File: src/rtl/bless_inject_queue_pkg.sv
// Shared constants for the BLESS local-port injection stage.
// Covers the flit field map, valid encodings and coordinate widths.
package bless_inject_queue_pkg;

    localparam int DATA_WIDTH = 160;
    localparam int COORD_W    = 3;
    localparam int PAYLOAD_W  = 128;
    localparam int SEQ_W      = 8;

    localparam int SEQ_MSB      = 159;
    localparam int SEQ_LSB      = 152;
    localparam int DST_X_MSB    = 151;
    localparam int DST_X_LSB    = 149;
    localparam int DST_Y_MSB    = 148;
    localparam int DST_Y_LSB    = 146;
    localparam int VLD_MSB      = 139;
    localparam int VLD_LSB      = 137;
    localparam int FLIT_NUM_MSB = 136;
    localparam int FLIT_NUM_LSB = 134;
    localparam int SRC_X_MSB    = 133;
    localparam int SRC_X_LSB    = 131;
    localparam int SRC_Y_MSB    = 130;
    localparam int SRC_Y_LSB    = 128;
    localparam int PAYLOAD_MSB  = 127;
    localparam int PAYLOAD_LSB  = 0;

    localparam logic [2:0] VLD_EMPTY = 3'd0;
    localparam logic [2:0] VLD_FLIT  = 3'd1;

    // Queued request entry: {dst_x, dst_y, payload}; seq and source are added on load.
    localparam int ENTRY_W = 2 * COORD_W + PAYLOAD_W;

endpackage

File: src/rtl/bless_inject_queue_if.sv
// Core/NI request handshake into the injection queue.
interface bless_inject_queue_if;
    import bless_inject_queue_pkg::*;

    logic                 req_valid;
    logic                 req_ready;
    logic [COORD_W-1:0]   req_dst_x;
    logic [COORD_W-1:0]   req_dst_y;
    logic [PAYLOAD_W-1:0] req_payload;

    modport master (output req_valid, req_dst_x, req_dst_y, req_payload, input req_ready);
    modport slave  (input req_valid, req_dst_x, req_dst_y, req_payload, output req_ready);

endinterface

File: src/rtl/bless_sync_fifo.sv
// Synchronous FIFO, power-of-two depth; a push is accepted while full if a pop
// happens in the same cycle, so occupancy holds and order is kept.
module bless_sync_fifo #(
    parameter int WIDTH = 8,
    parameter int DEPTH = 4
) (
    input  logic             clk,
    input  logic             reset,
    input  logic             push,
    input  logic [WIDTH-1:0] wdata,
    input  logic             pop,
    output logic [WIDTH-1:0] rdata,
    output logic             full,
    output logic             empty
);

    localparam int AW = (DEPTH > 1) ? $clog2(DEPTH) : 1;

    logic [WIDTH-1:0] mem [DEPTH];
    logic [AW-1:0]    wr_ptr;
    logic [AW-1:0]    rd_ptr;
    logic [AW:0]      count;
    logic             do_push;
    logic             do_pop;

    assign full    = (count == (AW+1)'(DEPTH));
    assign empty   = (count == '0);
    assign do_pop  = pop & ~empty;
    assign do_push = push & (~full | do_pop);
    assign rdata   = mem[rd_ptr];

    always_ff @(posedge clk or posedge reset) begin
        if (reset) begin
            wr_ptr <= '0;
            rd_ptr <= '0;
            count  <= '0;
        end else begin
            if (do_push) wr_ptr <= wr_ptr + 1'b1;
            if (do_pop)  rd_ptr <= rd_ptr + 1'b1;
            if (do_push && !do_pop)      count <= count + 1'b1;
            else if (do_pop && !do_push) count <= count - 1'b1;
        end
    end

    always_ff @(posedge clk) begin
        if (do_push) mem[wr_ptr] <= wdata;
    end

endmodule

File: src/rtl/bless_inject_queue.sv
// Local-port injection stage for the 5-port BLESS router: queues core requests,
// formats them into flits and injects only when a router output slot is free.
module bless_inject_queue
    import bless_inject_queue_pkg::*;
#(
    parameter int                 DATA_WIDTH = bless_inject_queue_pkg::DATA_WIDTH,
    parameter int                 DEPTH      = 4,
    parameter logic [COORD_W-1:0] MY_X       = '0,
    parameter logic [COORD_W-1:0] MY_Y       = '0,
    parameter int                 STARVE_TH  = 16
) (
    input  logic                  clk,
    input  logic                  reset,
    bless_inject_queue_if.slave   req,
    input  logic [3:0]            net_busy,
    output logic [DATA_WIDTH-1:0] data_out_4,
    output logic                  inj_fire,
    output logic                  starve,
    output logic                  err_loopback,
    output logic [15:0]           inj_count
);

    localparam int BLK_W = $clog2(STARVE_TH + 1);

    logic [ENTRY_W-1:0] req_entry_p0;
    logic [ENTRY_W-1:0] head_entry_p0;
    logic               fifo_full;
    logic               fifo_empty;
    logic               fifo_push;
    logic               fifo_pop;
    logic               accept;
    logic               loopback;
    logic               wr_ok;
    logic               load_slot;
    logic               bypass;
    logic               vld_p1;
    logic               blocked;
    logic [SEQ_W-1:0]   seq;
    logic [BLK_W-1:0]   blk_cnt;

    function automatic logic [DATA_WIDTH-1:0] fmt_flit(input logic [SEQ_W-1:0] s,
                                                       input logic [ENTRY_W-1:0] e);
        logic [DATA_WIDTH-1:0] f;
        f = '0;
        f[SEQ_MSB:SEQ_LSB]         = s;
        f[DST_X_MSB:DST_X_LSB]     = e[ENTRY_W-1 -: COORD_W];
        f[DST_Y_MSB:DST_Y_LSB]     = e[PAYLOAD_W +: COORD_W];
        f[VLD_MSB:VLD_LSB]         = VLD_FLIT;
        f[SRC_X_MSB:SRC_X_LSB]     = MY_X;
        f[SRC_Y_MSB:SRC_Y_LSB]     = MY_Y;
        f[PAYLOAD_MSB:PAYLOAD_LSB] = e[PAYLOAD_W-1:0];
        return f;
    endfunction

    function automatic logic [15:0] sat_inc16(input logic [15:0] v);
        return (v == 16'hFFFF) ? v : v + 16'd1;
    endfunction

    // Request side: accept, loopback filter, and bypass when nothing is queued ahead
    assign req.req_ready = ~fifo_full;
    assign accept        = req.req_valid & req.req_ready;
    assign loopback      = accept & (req.req_dst_x == MY_X) & (req.req_dst_y == MY_Y);
    assign wr_ok         = accept & ~loopback;
    assign req_entry_p0  = {req.req_dst_x, req.req_dst_y, req.req_payload};

    // Out stage: a fourth busy input leaves the router no free slot for us
    assign vld_p1    = (data_out_4[VLD_MSB:VLD_LSB] != VLD_EMPTY);
    assign inj_fire  = vld_p1 & ~(&net_busy);
    assign load_slot = inj_fire | ~vld_p1;
    assign bypass    = wr_ok & fifo_empty & load_slot;
    assign fifo_push = wr_ok & ~bypass;
    assign fifo_pop  = load_slot & ~fifo_empty;
    assign blocked   = vld_p1 & ~inj_fire;

    bless_sync_fifo #(
        .WIDTH (ENTRY_W),
        .DEPTH (DEPTH)
    ) u_fifo (
        .clk   (clk),
        .reset (reset),
        .push  (fifo_push),
        .wdata (req_entry_p0),
        .pop   (fifo_pop),
        .rdata (head_entry_p0),
        .full  (fifo_full),
        .empty (fifo_empty)
    );

    always_ff @(posedge clk or posedge reset) begin
        if (reset) begin
            data_out_4   <= '0;
            seq          <= '0;
            inj_count    <= '0;
            starve       <= 1'b0;
            err_loopback <= 1'b0;
            blk_cnt      <= '0;
        end else begin
            err_loopback <= loopback;
            if (load_slot) begin
                if (!fifo_empty) begin
                    data_out_4 <= fmt_flit(seq, head_entry_p0);
                    seq        <= seq + 1'b1;
                end else if (bypass) begin
                    data_out_4 <= fmt_flit(seq, req_entry_p0);
                    seq        <= seq + 1'b1;
                end else begin
                    data_out_4 <= '0;
                end
            end
            if (inj_fire) inj_count <= sat_inc16(inj_count);
            // starve rises on the same edge the blocked count reaches the threshold
            if (blocked) begin
                if (blk_cnt != BLK_W'(STARVE_TH)) blk_cnt <= blk_cnt + 1'b1;
                if (blk_cnt >= BLK_W'(STARVE_TH - 1)) starve <= 1'b1;
            end else begin
                blk_cnt <= '0;
            end
            if (inj_fire) starve <= 1'b0;
        end
    end

endmodule

File: src/flat_wrapper.sv
// flat-port wrapper written by rule: the top's interface ports become plain ports
module bless_inject_queue_flat import bless_inject_queue_pkg::*;
#(
    parameter int                 DATA_WIDTH = bless_inject_queue_pkg::DATA_WIDTH,
    parameter int                 DEPTH      = 4,
    parameter logic [COORD_W-1:0] MY_X       = '0,
    parameter logic [COORD_W-1:0] MY_Y       = '0,
    parameter int                 STARVE_TH  = 16
)
  (clk, reset, net_busy, data_out_4, inj_fire, starve, err_loopback, inj_count, req_req_valid, req_req_dst_x, req_req_dst_y, req_req_payload, req_req_ready);
  bless_inject_queue_if req_i ();
  input  logic clk;
  input  logic reset;
  input  logic [3:0] net_busy;
  output logic [DATA_WIDTH-1:0] data_out_4;
  output logic inj_fire;
  output logic starve;
  output logic err_loopback;
  output logic [15:0] inj_count;
  input wire logic [$bits(req_i.req_valid)-1:0] req_req_valid;
  input wire logic [$bits(req_i.req_dst_x)-1:0] req_req_dst_x;
  input wire logic [$bits(req_i.req_dst_y)-1:0] req_req_dst_y;
  input wire logic [$bits(req_i.req_payload)-1:0] req_req_payload;
  output wire logic [$bits(req_i.req_ready)-1:0] req_req_ready;
  assign req_i.req_valid = req_req_valid;
  assign req_i.req_dst_x = req_req_dst_x;
  assign req_i.req_dst_y = req_req_dst_y;
  assign req_i.req_payload = req_req_payload;
  assign req_req_ready = req_i.req_ready;
  bless_inject_queue #(.DATA_WIDTH(DATA_WIDTH), .DEPTH(DEPTH), .MY_X(MY_X), .MY_Y(MY_Y), .STARVE_TH(STARVE_TH)) u_core (.clk(clk), .reset(reset), .req(req_i), .net_busy(net_busy), .data_out_4(data_out_4), .inj_fire(inj_fire), .starve(starve), .err_loopback(err_loopback), .inj_count(inj_count));
endmodule
File: config.mk
export PLATFORM = sky130hd
export DESIGN_NAME = bless_inject_queue_flat
export DESIGN_NICKNAME = d
export VERILOG_FILES = /design/src/rtl/bless_inject_queue_pkg.sv /design/src/rtl/bless_inject_queue_if.sv /design/src/rtl/bless_sync_fifo.sv /design/src/rtl/bless_inject_queue.sv /design/src/flat_wrapper.sv
export SDC_FILE = /design/constraint.sdc
export NUM_CORES = 1
export LEC_CHECK = 0
export CAP_MARGIN = 20
export CORE_ASPECT_RATIO = 1.5
export CORE_MARGIN = 2
export CORE_UTILIZATION = 40
export CTS_CLUSTER_DIAMETER = 80
export CTS_CLUSTER_SIZE = 12
export DETAILED_ROUTE_END_ITERATION = 12
export GPL_TIMING_DRIVEN = 0
export PLACE_DENSITY = 0.69
export SETUP_SLACK_MARGIN = 0.05
export SKIP_CTS_REPAIR_TIMING = 1
export SYNTH_ARGS = -nofsm -noshare
export SYNTH_HDL_FRONTEND = slang
export SYNTH_SLANG_ARGS = --single-unit
File: constraint.sdc
create_clock -name clk -period 6.8 [get_ports clk]
set_input_delay 1.36 -clock clk [delete_from_list [all_inputs] [get_ports clk]]
set_output_delay 1.36 -clock clk [all_outputs]
set_load 0.02 [all_outputs]
==> qor.txt <==
Outcome: complete, no violations
Setup violations, final: 0
CTS root buf: clkbuf_16
Die area: 70900 um2
1st-iter DRT viols: 950
Max-slew violation count: 0
Core area: 67900 um2
Share of cells above drive strength 1: 15.2%
Rel. slew slack: 26.1%
Non-filler cells, final: 2749
PwrDens: 446 nW/um2
First-pass GRT wire length: 99.1 mm
Warnings, synthesis: 0
Switching power: 4.74 mW
Most frequent cells in the layout: 536 x edfxtp_1, 303 x clkdlybuf4s50_1, 181 x dfrtp_1
Clock latency on the worst-skew pair: 610 ps
Post-synth top area share: 58.5%
Top cell family by delay on the critical path: buffers and inverters
Critical Path End Type: output pin
Cell depth of the worst setup path: 5
RSZ-0062 raised after global routing: false
Vias in the first global route: 16200
CTS tree: done
Placed cells: 2621
Clock-pin slew on the worst setup and hold paths: 60 ps
IO Count: 321
Crit path cell chain: clkdlybuf4s50_1 -> nand4_1 -> nand2_1 -> inv_1 -> clkdlybuf4s50_1
Worst Reg2Reg Path Length in Cells: 11
Yosys cell types: 41
Actual slew at the worst max-slew pin: 1100 ps
Antenna viol nets, final: 0
Most Frequent Cell on Critical Path: clkdlybuf4s50_1
Crit-path max cell delay: 550 ps
Peak fanout along the critical path: 6
Post-synthesis sequential area ratio: 75.0%
Buffers & Inverters on Critical Path: 3
Via density: 5.42
Flop pwr share: 42.0%
Critical R2R Launch: u_core.data_out_4[137]
Flop-to-flop setup slack: 3370 ps
Synth Instances: 1395
# fillers: 5550
Post-synth EDFFs: 536
Ys async rst share: 25.2%
Nets: 1952
Worst min path class: reg -> reg
CTS buffer count: 69
Required time of the critical path: 5440 ps
H-tree depth: 3
Final hold violation count: 0
End of the critical path: inj_fire
Hold_ws: 477 ps
Leak pwr: 11.8 nW
Overall Global Routing Usage: 18.6%
Largest net degree at the start of global routing: 107
Area contributors post-synth: edfxtp_1 59%, dfrtp_1 16%, mux4_2 11%
Syn_area_per_cell: 19.7 um2
RD Place Congestion: 0.767
Critical path startpoint category: input pin
Sw Share: 31.2%
Grt ovf: 0
Clock share of power: 23.3%
Mapped Area: 27500 um2
Port bufs: 303
Fmax: 0.228 GHz
Pint: 10.5 mW
Routed len/inst: 23.7 um
Min Tclk post-route: 4390 ps
PnR worst setup slack: 2410 ps
Worst Hold Launch: u_core.seq[7]
Post-synth top flop: edfxtp_1
VDD IR-drop max: 0.279 mV
Yosys top cell by area: edfxtp_1
Critical path's slowest cell: clkdlybuf4s50_1
Routed vias: 14900
Sink Count: 717
R2R Path End: u_core.u_fifo.count[2]
Die width: 218 um
DRC Markers: 0
Crit path from: net_busy[2]
# Max-Cap Violations: 0
Synth Register Bits: 717
Place WS: 1730 ps
Die height: 325 um
HPWL Detailed: 42.5 mm
Commonest non-fill, non-tap cell in the layout: edfxtp_1
Max clock buf depth: 3
CP Data Arrival Time: 3030 ps
Drt pass-1 iters: 7
FP Rows: 117
Critical path type: in -> out
Initial antenna violation count: 8
Fin crit share: 64.5%
Initial core utilization: 40.5%
Post-Route WL: 65.2 mm
Layout overhead on the synthesized area: 23.9%
Clk_skew: 18.2 ps
Comb power frac: 34.7%
power by group through the flow:
stage	logic (mW)	registers, mW	clock network (mW)
finish	5.28	6.39	3.55
global route	5.68	6.48	3.83
CTS	5.40	6.39	3.67
floorplan	2.69	6.99	0
detailed placement	5.37	6.46	0
global placement	5.19	6.60	0
kinds of logic after synthesis:
family                     share of synthesized area (%)
DFF                                                 75.0
adders and majority gates                          0.528
AOI/OAI and AO/OA                                   5.53
xor gates and xnor gates                           0.892
other                                             0.0136
buffers and inverters                               2.08
muxes                                               11.3
and+or+nand+nor                                     4.70
sequential cells by signal (all words and copies together), names as in the netlist:
| register | cells |
|---|---|
| u_core.u_fifo.wr_ptr | 2 |
| u_core.data_out_4 | 143 |
| u_core.seq | 8 |
| u_core.u_fifo.mem | 536 |
| u_core.inj_count | 16 |
| u_core.blk_cnt | 5 |
| u_core.u_fifo.count | 3 |
| u_core.u_fifo.rd_ptr | 2 |
| u_core.starve | 1 |
| u_core.err_loopback | 1 |
final cells by class:
| cell class | instances | area, um2 | share of cell area [%] |
|---|---|---|---|
| well taps | 892 | 1120 | 3.27 |
| flip-flops and latches | 717 | 20600 | 60.5 |
| inverters | 15 | 63.8 | 0.187 |
| diodes | 1 | 2.50 | 0.00734 |
| repair buffers | 318 | 3360 | 9.86 |
| clock inverters | 5 | 55.1 | 0.162 |
| multi-input cells | 582 | 6370 | 18.7 |
| plain buffers | 97 | 517 | 1.52 |
| clock buffers | 122 | 1970 | 5.77 |
synthesized netlist by cell type, drive strengths merged, types with 4 or more instances:
library cell	instances
nand3	13
xnor2	9
dfrtp	181
inv	15
nor2b	132
clkbuf	52
nor3	8
and2	4
buf	45
edfxtp	536
nand4	7
mux2	6
a221o	132
and4	5
ha	10
nor2	13
nor4	5
a211oi	8
xor2	19
a21oi	15
nand2	30
mux4	134
metal layers:
metal	vias up	share of wire, %	GRT usage (%)	wire, um
li1	6442	-	-	-
met5	-	0.12	0	80
met2	464	52	32.7	34000
met3	111	6.1	3.97	3970
met4	12	2.7	6.97	1740
met1	7864	39	22.2	25500
stage by stage:
stage	util [%]	TNS (ps)	area, um2	total power, mW
after global routing	50.2	0	34100	16.0
final	50.2	0	34100	15.2
after detailed placement	47.2	0	32100	11.8
after floorplan	-	0	27600	9.68
after CTS	50.2	0	34100	15.5
after global placement	46.7	-1899330	31700	11.8
worst min path at each step:
stage | end | slack [ps] | depth (start not counted)
finish | u_core.seq[7] | 480 | 1
global route | u_core.seq[7] | 480 | 1
CTS | u_core.seq[7] | 480 | 1
detailed placement | u_core.seq[7] | 470 | 1
global placement | u_core.seq[7] | 460 | 1
floorplan | u_core.seq[7] | 440 | 1
Power figures use the tool's default switching activity.
